`src/rtl/hazard_pkg.sv`:
```
// Shared definitions for the issue-control hazard logic: FSM encoding,
// scoreboard geometry and the {is_vector, reg} index helper.
package hazard_pkg;
  localparam int SB_W  = 64;
  localparam int IDX_W = 6;

  typedef enum logic {
    ST_RUN   = 1'b0,
    ST_FLUSH = 1'b1
  } state_t;

  function automatic logic [IDX_W-1:0] sb_idx(input logic is_vec, input logic [4:0] sel);
    return {is_vec, sel};
  endfunction
endpackage

```
`src/rtl/scoreboard.sv`:
```
// 64-bit pending-writeback scoreboard: one set port, one clear port,
// four source lookups and one destination lookup against the registered bits.
module scoreboard
  import hazard_pkg::*;
(
  input  logic                  clk,
  input  logic                  reset,
  input  logic                  i_set_en,
  input  logic [IDX_W-1:0]      i_set_idx,
  input  logic                  i_clr_en,
  input  logic [IDX_W-1:0]      i_clr_idx,
  input  logic [3:0][IDX_W-1:0] i_src_idx,
  input  logic [IDX_W-1:0]      i_dst_idx,
  output logic [3:0]            o_src_hit,
  output logic                  o_dst_hit
);
  logic [SB_W-1:0] r_bits;

  // Set and clear never target the same bit in one cycle (WAW holds the setter).
  always_ff @(posedge clk) begin
    if (reset) begin
      r_bits <= '0;
    end else begin
      if (i_clr_en) r_bits[i_clr_idx] <= 1'b0;
      if (i_set_en) r_bits[i_set_idx] <= 1'b1;
    end
  end

  always_comb begin
    o_src_hit = '0;
    for (int i = 0; i < 4; i++) o_src_hit[i] = r_bits[i_src_idx[i]];
  end

  assign o_dst_hit = r_bits[i_dst_idx];
endmodule

```
`src/rtl/hazard_controller.sv`:
```
// Fetch/decode issue control: RAW/WAW stalls against outstanding loads,
// load-capacity limiting, and the rollback flush sequencer.
module hazard_controller
  import hazard_pkg::*;
#(
  parameter int MAX_PENDING  = 4,
  parameter int FLUSH_CYCLES = 2
) (
  input  logic       clk,
  input  logic       reset,
  input  logic       instr_valid_i,
  input  logic [4:0] scalar_sel1_i,
  input  logic [4:0] scalar_sel2_i,
  input  logic [4:0] vector_sel1_i,
  input  logic [4:0] vector_sel2_i,
  input  logic       uses_s1_i,
  input  logic       uses_s2_i,
  input  logic       uses_v1_i,
  input  logic       uses_v2_i,
  input  logic       has_writeback_i,
  input  logic [4:0] writeback_reg_i,
  input  logic       writeback_is_vector_i,
  input  logic       is_load_i,
  input  logic       load_done_i,
  input  logic [4:0] load_done_reg_i,
  input  logic       load_done_is_vector_i,
  input  logic       rollback_i,
  output logic       stall_o,
  output logic       issue_o,
  output logic       flush_o,
  output logic [3:0] pending_count_o
);
  localparam logic [3:0] MAX_CNT    = 4'(MAX_PENDING);
  localparam logic [2:0] FLUSH_LOAD = 3'(FLUSH_CYCLES - 1);

  state_t                r_state;
  logic [2:0]            r_flush_cnt;
  logic [3:0]            r_count;

  logic [3:0][IDX_W-1:0] w_src_idx;
  logic [3:0]            w_src_hit;
  logic                  w_dst_hit;
  logic                  w_raw;
  logic                  w_waw;
  logic                  w_cap;
  logic                  w_run;
  logic                  w_set;
  logic                  w_clr;

  assign w_src_idx = {sb_idx(1'b1, vector_sel2_i), sb_idx(1'b1, vector_sel1_i),
                      sb_idx(1'b0, scalar_sel2_i), sb_idx(1'b0, scalar_sel1_i)};

  scoreboard u_scoreboard (
    .clk       (clk),
    .reset     (reset),
    .i_set_en  (w_set),
    .i_set_idx (sb_idx(writeback_is_vector_i, writeback_reg_i)),
    .i_clr_en  (w_clr),
    .i_clr_idx (sb_idx(load_done_is_vector_i, load_done_reg_i)),
    .i_src_idx (w_src_idx),
    .i_dst_idx (sb_idx(writeback_is_vector_i, writeback_reg_i)),
    .o_src_hit (w_src_hit),
    .o_dst_hit (w_dst_hit)
  );

  assign w_raw   = |(w_src_hit & {uses_v2_i, uses_v1_i, uses_s2_i, uses_s1_i});
  assign w_waw   = has_writeback_i & w_dst_hit;
  assign w_cap   = is_load_i & has_writeback_i & (r_count == MAX_CNT);
  assign w_run   = (r_state == ST_RUN);

  assign stall_o = instr_valid_i & (w_raw | w_waw | w_cap) & w_run;
  assign issue_o = instr_valid_i & ~stall_o & w_run & ~rollback_i;
  assign flush_o = rollback_i | (r_state == ST_FLUSH);
  assign pending_count_o = r_count;

  assign w_set   = issue_o & is_load_i & has_writeback_i;
  assign w_clr   = load_done_i;

  // A completion with nothing outstanding is a protocol error; hold at zero.
  always_ff @(posedge clk) begin
    if (reset) begin
      r_count <= '0;
    end else if (w_set && !w_clr) begin
      r_count <= r_count + 4'd1;
    end else if (w_clr && !w_set && r_count != 4'd0) begin
      r_count <= r_count - 4'd1;
    end
  end

  // FLUSH covers the FLUSH_CYCLES-1 cycles after the rollback cycle itself.
  always_ff @(posedge clk) begin
    if (reset) begin
      r_state     <= ST_RUN;
      r_flush_cnt <= '0;
    end else begin
      case (r_state)
        ST_RUN: begin
          if (rollback_i && FLUSH_CYCLES > 1) begin
            r_state     <= ST_FLUSH;
            r_flush_cnt <= FLUSH_LOAD;
          end
        end
        ST_FLUSH: begin
          if (rollback_i) begin
            r_flush_cnt <= FLUSH_LOAD;
          end else if (r_flush_cnt <= 3'd1) begin
            r_state     <= ST_RUN;
            r_flush_cnt <= '0;
          end else begin
            r_flush_cnt <= r_flush_cnt - 3'd1;
          end
        end
        default: begin
          r_state     <= ST_RUN;
          r_flush_cnt <= '0;
        end
      endcase
    end
  end
endmodule

```
`config.mk`:
```
export PLATFORM = sky130hd
export DESIGN_NAME = hazard_controller
export DESIGN_NICKNAME = d
export VERILOG_FILES = /design/src/rtl/hazard_pkg.sv /design/src/rtl/scoreboard.sv /design/src/rtl/hazard_controller.sv
export SDC_FILE = /design/constraint.sdc
export NUM_CORES = 1
export LEC_CHECK = 0
export CAP_MARGIN = 20
export CORE_MARGIN = 10
export CORE_UTILIZATION = 55
export CTS_CLUSTER_DIAMETER = 80
export DETAILED_ROUTE_END_ITERATION = 8
export PLACE_DENSITY = 0.77
export SETUP_SLACK_MARGIN = 0.2
export SLEW_MARGIN = 20
export SYNTH_ARGS = -nofsm -noshare
export SYNTH_HDL_FRONTEND = slang
export SYNTH_SLANG_ARGS = --single-unit
export TNS_END_PERCENT = 10
```
`constraint.sdc`:
```
create_clock -name clk -period 7.94 [get_ports clk]
set_input_delay 1.588 -clock clk [delete_from_list [all_inputs] [get_ports clk]]
set_output_delay 1.588 -clock clk [all_outputs]
set_load 0.005 [all_outputs]
```
# Word-level counts from Yosys, hierarchy flattened
# Index checks and enable logic that the tools add are counted.
[word_totals]
register_bits = 72
[op_classes]
addsub = 3
magnitude_cmp = 9
eq_ne = 2
mux = 27
n_bitwise = 20
reduce_logical = 10
[ops]
columns = ["op", "n"]
rows = [
  ["two-way mux 64 bit", 3],
  ["bitwise AND 64 bit", 1],
  ["NOT 64 bit", 1],
  ["bitwise OR 64 bit", 1],
  ["< comparator 6 x 7 -> 1 bit, second input constant", 4],
  ["binary-select mux 1 bit (select 5 bit)", 4],
  ["< comparator 5 x 7 -> 1 bit, second input constant", 2],
  ["demux 1 bit (select 6 bit)", 2],
  [">= comparator 6 x 1 -> 1 bit, second input constant", 2],
  ["bitwise AND 1 bit", 10],
  ["two-way mux 1 bit", 10],
  ["two-way mux 3 bit", 3],
  ["two-way mux 4 bit", 2],
  ["binary-select mux 1 bit (select 6 bit)", 1],
  ["case mux 3 bit (2 select lines)", 1],
  ["logical AND 1 bit", 5],
  ["adder 4 x 1 -> 4 bit, second input constant", 1],
  ["bitwise AND 4 bit", 1],
  ["equality test 4 x 3 -> 1 bit, second input constant", 1],
  ["nonzero test 4 bit", 1],
  ["OR reduction 4 bit", 1],
  ["subtractor 4 x 1 -> 4 bit, second input constant", 1],
  ["<= comparator 3 x 1 -> 1 bit, second input constant", 1],
  ["NOT 1 bit", 3],
  ["6 further kinds", 9],
]

# Logic depth before layout (Yosys ltp)
[depth]
depth_word = 19
mapped_depth = 16
ltp_nobuf = 13

# Modules after synthesis
# A second synthesis with hierarchy kept.
[hier_totals]
cells_unflattened = 631
area_unflattened_um2 = 6022.0
[by_module_without_submodules]
columns = ["module", "instances", "cells_per_inst", "area_each_um2"]
rows = [
  ["scoreboard", 1, 551, 5352.6],
  ["hazard_controller", 1, 80, 669.4],
]

# Worst setup path before layout
# Ideal clock, no wire load.
[synth_path]
path_kind = "input to register"
startpoint = "input scalar_sel1_i[0]"
endpoint = "register r_count[3], in the netlist pending_count_o[3]"
setup_time_ns = 0.121
arrival_time_ns = 5.217
slack_ns = 2.603
path_stages = 15
n_path_buf = 2
cell_sequence = "clkbuf_1 mux4_2 mux4_2 a2bb2oi_1 nand3_1 nand4b_1 or3_4 buf_6 or2_2 ha_1 a21o_1 a21oi_1 nor2_1 mux2i_1 mux2_2"
[synth_between]
elab_chain_len = 18
elab_cells_between_ends = 20
classes_between = "mux (3); bitwise (11); reduce/logical (6)"
[synth_rtl]
columns = ["element", "line_no", "source"]
rows = [
  ["from (decl)", "hazard_controller.sv:12", "input logic [4:0] scalar_sel1_i,"],
  ["binary-select mux 1 bit (select 5 bit) *", "scoreboard.sv:31", "for (int i = 0; i < 4; i++) o_src_hit[i] = r_bits[i_src_idx[i]];"],
  ["two-way mux 1 bit (implied by the code) *", "scoreboard.sv:31", ""],
  ["bitwise AND 4 bit *", "hazard_controller.sv:66", "assign w_raw = |(w_src_hit & {uses_v2_i, uses_v1_i, uses_s2_i, uses_s1_i});"],
  ["OR reduction 4 bit *", "hazard_controller.sv:66", ""],
  ["bitwise OR 1 bit * (2 in series)", "hazard_controller.sv:71", "assign stall_o = instr_valid_i & (w_raw | w_waw | w_cap) & w_run;"],
  ["bitwise AND 1 bit * (2 in series)", "hazard_controller.sv:71", ""],
  ["NOT 1 bit *", "hazard_controller.sv:72", "assign issue_o = instr_valid_i & ~stall_o & w_run & ~rollback_i;"],
  ["bitwise AND 1 bit * (3 in series)", "hazard_controller.sv:72", ""],
  ["bitwise AND 1 bit * (2 in series)", "hazard_controller.sv:76", "assign w_set = issue_o & is_load_i & has_writeback_i;"],
  ["logical NOT 1 bit", "hazard_controller.sv:85", "end else if (w_clr && !w_set && r_count != 4'd0) begin"],
  ["logical AND 1 bit (2 in series)", "hazard_controller.sv:85", ""],
  ["nonzero test 2 bit (no line)", "n/a", ""],
  ["to (signal assigned)", "hazard_controller.sv:84", "r_count <= r_count + 4'd1;"],
  ["to (signal assigned)", "hazard_controller.sv:86", "r_count <= r_count - 4'd1;"],
  ["to (decl)", "hazard_controller.sv:38", "logic [3:0] r_count;"],
]
# Every way passes the cells marked *; elsewhere a longest branch is shown, timed or not. The select of a mux whose other input is x is not followed.
# A chain may end at the register's enable or synchronous reset.

# Worst setup path in the final report
[layout_path]
startpoint = "input vector_sel2_i[1]"
endpoint = "output issue_o"
[layout_between]
elab_chain_len = 12
[layout_rtl]
columns = ["element", "line_no", "source"]
rows = [
  ["from (decl)", "hazard_controller.sv:15", "input logic [4:0] vector_sel2_i,"],
  ["binary-select mux 1 bit (select 5 bit)", "scoreboard.sv:31", ""],
  ["two-way mux 1 bit (implied by the code)", "scoreboard.sv:31", ""],
  ["bitwise AND 4 bit", "hazard_controller.sv:66", ""],
  ["OR reduction 4 bit", "hazard_controller.sv:66", ""],
  ["bitwise OR 1 bit (2 in series)", "hazard_controller.sv:71", ""],
  ["bitwise AND 1 bit (2 in series)", "hazard_controller.sv:71", ""],
  ["NOT 1 bit", "hazard_controller.sv:72", ""],
  ["bitwise AND 1 bit (3 in series)", "hazard_controller.sv:72", ""],
  ["to (decl)", "hazard_controller.sv:29", "output logic issue_o,"],
]
# No other way between the ends. The select of a mux whose other input is x is not followed.

==> impl_metrics.ini <==
[die]
io_pins = 50
die_area_sq_mm = 0.0132
coreArea_sq_mm = 0.00872
rows = 34
start_util_pct = 56.6
fp.dieW_um = 115
die_h_um = 115

[power_and_ir_drop]
power_frac_seq_pct = 42.5
p_leak_nw = 1.90
power_frac_comb_pct = 21.7
irDropWorstVdd_mv = 0.143
sw_frac_of_total_pct = 31.1
p_sw_mw = 0.281
clkPwrFrac_pct = 35.8
power.density_mw_per_mm2 = 163
intPower_mw = 0.625

[global_route]
grt_util_all_layers_pct = 25.6
grt_pass1_wl_mm = 26.5
gr-usage-met2_pct = 38.1
met1_usage_pct = 33.0
grt.busiest_layer = met2
overflow = 0
grt_pass1_vias = 4775
grt_max_degree = 60
grt_use_met3_pct = 8.70
antenna_found_initial = 0

[detailed_routing]
vias_per_cell = 7.14
drc = 0
dr.pass1.iters = 6
routed_wl_mm = 16.9
dr_total_vias = 4991
avgRoutedWirePerCell_um = 24.2
drtIter0Drc = 748
detail-route-antenna-nets = 0

[sta]
setup_viol = 0
drv_slew = 0
finalCritPeriodShare_pct = 83.6
slew_headroom_pct = 24.6
tightest_slew_ns = 1.13
fmax_ghz = 0.151
final_hold_viol_count = 0
rsz0062_at_grt = no
period_minus_slack_ns = 6.64
finalSetupTns_ns = 0
skew_ns = 0.0113

[place]
gp_congestion = 0.983
hpwl_mm = 12.1
io_buffer_count = 49

[yosys]
ys_types = 63
synth_largest_area_cell = dfxtp_1
netlist_area_sq_mm = 0.00493
synth_edf_count = 0
synth_area_per_cell_sq_um = 8.69
synth.most_common_cell = dfxtp_1
synth.area.top_cells = dfxtp_1 29%, mux4_2 10%, mux2i_1 6.1%
synth_commonest_cells = 72 x dfxtp_1, 61 x nand2_1, 55 x nand3_1
synth_flop_cell = dfxtp_1
synth_top_area_share_pct = 29.2
yosysWarnings = 0
synth-seq-area-share_pct = 29.2
synthArstFlopShare_pct = 0
synth-seq-cells = 72
synthCells = 568
syn_nets = 616

[layout]
area_growth_pct = 12.9
fillers = 753
antenna_cells = 0
final_util_pct = 63.9
multi_input_area_sq_mm = 0.00320
num-nets-final = 634
regArea_sq_mm = 0.00144
drive_gt1_share_pct = 10.5

[min_path]
min_path_cells = 2
hold_class = flop to flop

[setup_path]
start_kind = primary input
crit_fanout = 9
crit_type = primary input to output pin
cp_data_arrival_time_ns = 5.05
endpoint_kind = output pin
r2r_cells = 11
critPathRequiredTime_ns = 6.35

[clock_tree]
cts_root_buffer = clkbuf_8
clockBufferDepth = 2
postCtsSetupBuffers = 0
clock-sinks = 72
ctsHoldBuffers = 0
clk_pin_slew_ns = 0.09
ctsResizeCount = 0
cts_tree = done
numCtsBuffers = 9
clk_latency_ns = 0.37
cts_htree_levels = 3

[job]
drv_cap = 0

[status]
status = finished, final reports clean
## final cells by class
class | instances | share of cell area [%]
tap | 108 | 2.43
inverter | 17 | 1.15
clock inverter | 6 | 1.35
sequential | 72 | 25.9
timing repair buffer | 53 | 9.34
clock buffer | 10 | 2.47
multi-input combinational | 433 | 57.4
## state kept, by name (all words and copies together) (netlist names)
register / count
pending_count_o: 4
r_flush_cnt: 3
u_scoreboard.r_bits: 64
r_state: 1
## metrics by stage
| step | power (mW) | cell area, sq um | setup WS, ns | hold WS, ns | instances |
|---|---|---|---|---|---|
| 2_1_floorplan | 0.515 | 4930 | 2.60 | 0.456 | 568 |
| 4_1_cts | 0.903 | 5570 | 1.29 | 0.502 | 699 |
| 6_report | 0.906 | 5570 | 1.30 | 0.512 | 699 |
| 3_3_place_gp | 0.579 | 5360 | 1.46 | 0.482 | 683 |
| 3_5_place_dp | 0.590 | 5360 | 1.30 | 0.491 | 683 |
| 5_1_grt | 0.943 | 5570 | 1.03 | 0.526 | 699 |
## cell usage in the layout, fill, tap and decap left out, types with 13 or more instances in the layout
cell              n
o21ai_1          17
nor2b_1          18
nand3_1          55
inv_1            16
mux2i_1          30
nand2_1          61
clkdlybuf4s50_1  49
mux4_2           23
nor2_1           28
a221oi_1         13
o21ai_0          39
dfxtp_1          72
o211ai_1         15
## cells by family after synthesis
| logic type | share of synthesized area (%) |
|---|---|
| xor+xnor | 0.178 |
| buf+inv | 6.01 |
| mux | 20.7 |
| simple gates | 22.4 |
| flops | 29.2 |
| compound gates | 20.1 |
| fa+ha+maj | 1.42 |
## power by group through the flow
stage | combinational [mW] | sequential [mW] | clock [mW]
CTS | 0.196 | 0.386 | 0.322
finish | 0.197 | 0.386 | 0.324
global placement | 0.186 | 0.394 | 0
detailed placement | 0.196 | 0.394 | 0
global route | 0.214 | 0.389 | 0.340
floorplan | 0.123 | 0.392 | 0
## path summary, 6_finish.rpt
check,startpoint,end,slack [ns]
setup / recovery,vector_sel2_i[1],issue_o,1.30
hold / removal,u_scoreboard.r_bits[20],u_scoreboard.r_bits[20],0.51
setup reg to reg,u_scoreboard.r_bits[35],pending_count_o[2],3.91
hold reg to reg,u_scoreboard.r_bits[20],u_scoreboard.r_bits[20],0.51
## routing by layer
| layer | part of all wire (%) | vias to the layer above |
|---|---|---|
| li1 | - | 2194 |
| met1 | 38 | 2378 |
| met2 | 44 | 348 |
| met3 | 15 | 71 |
| met4 | 3.5 | 0 |
| met5 | 0 | - |
## worst max-delay path, cell delays in order
cell and delay (ns):
clkdlybuf4s50_1 0.74, mux4_1 0.61, mux2_2 0.27, a221o_1 0.35, a2111o_1 0.41, and4b_2 0.31, nor3b_1 0.22, clkdlybuf4s50_1 0.55
No activity file was read; power rests on OpenSTA's default activity.
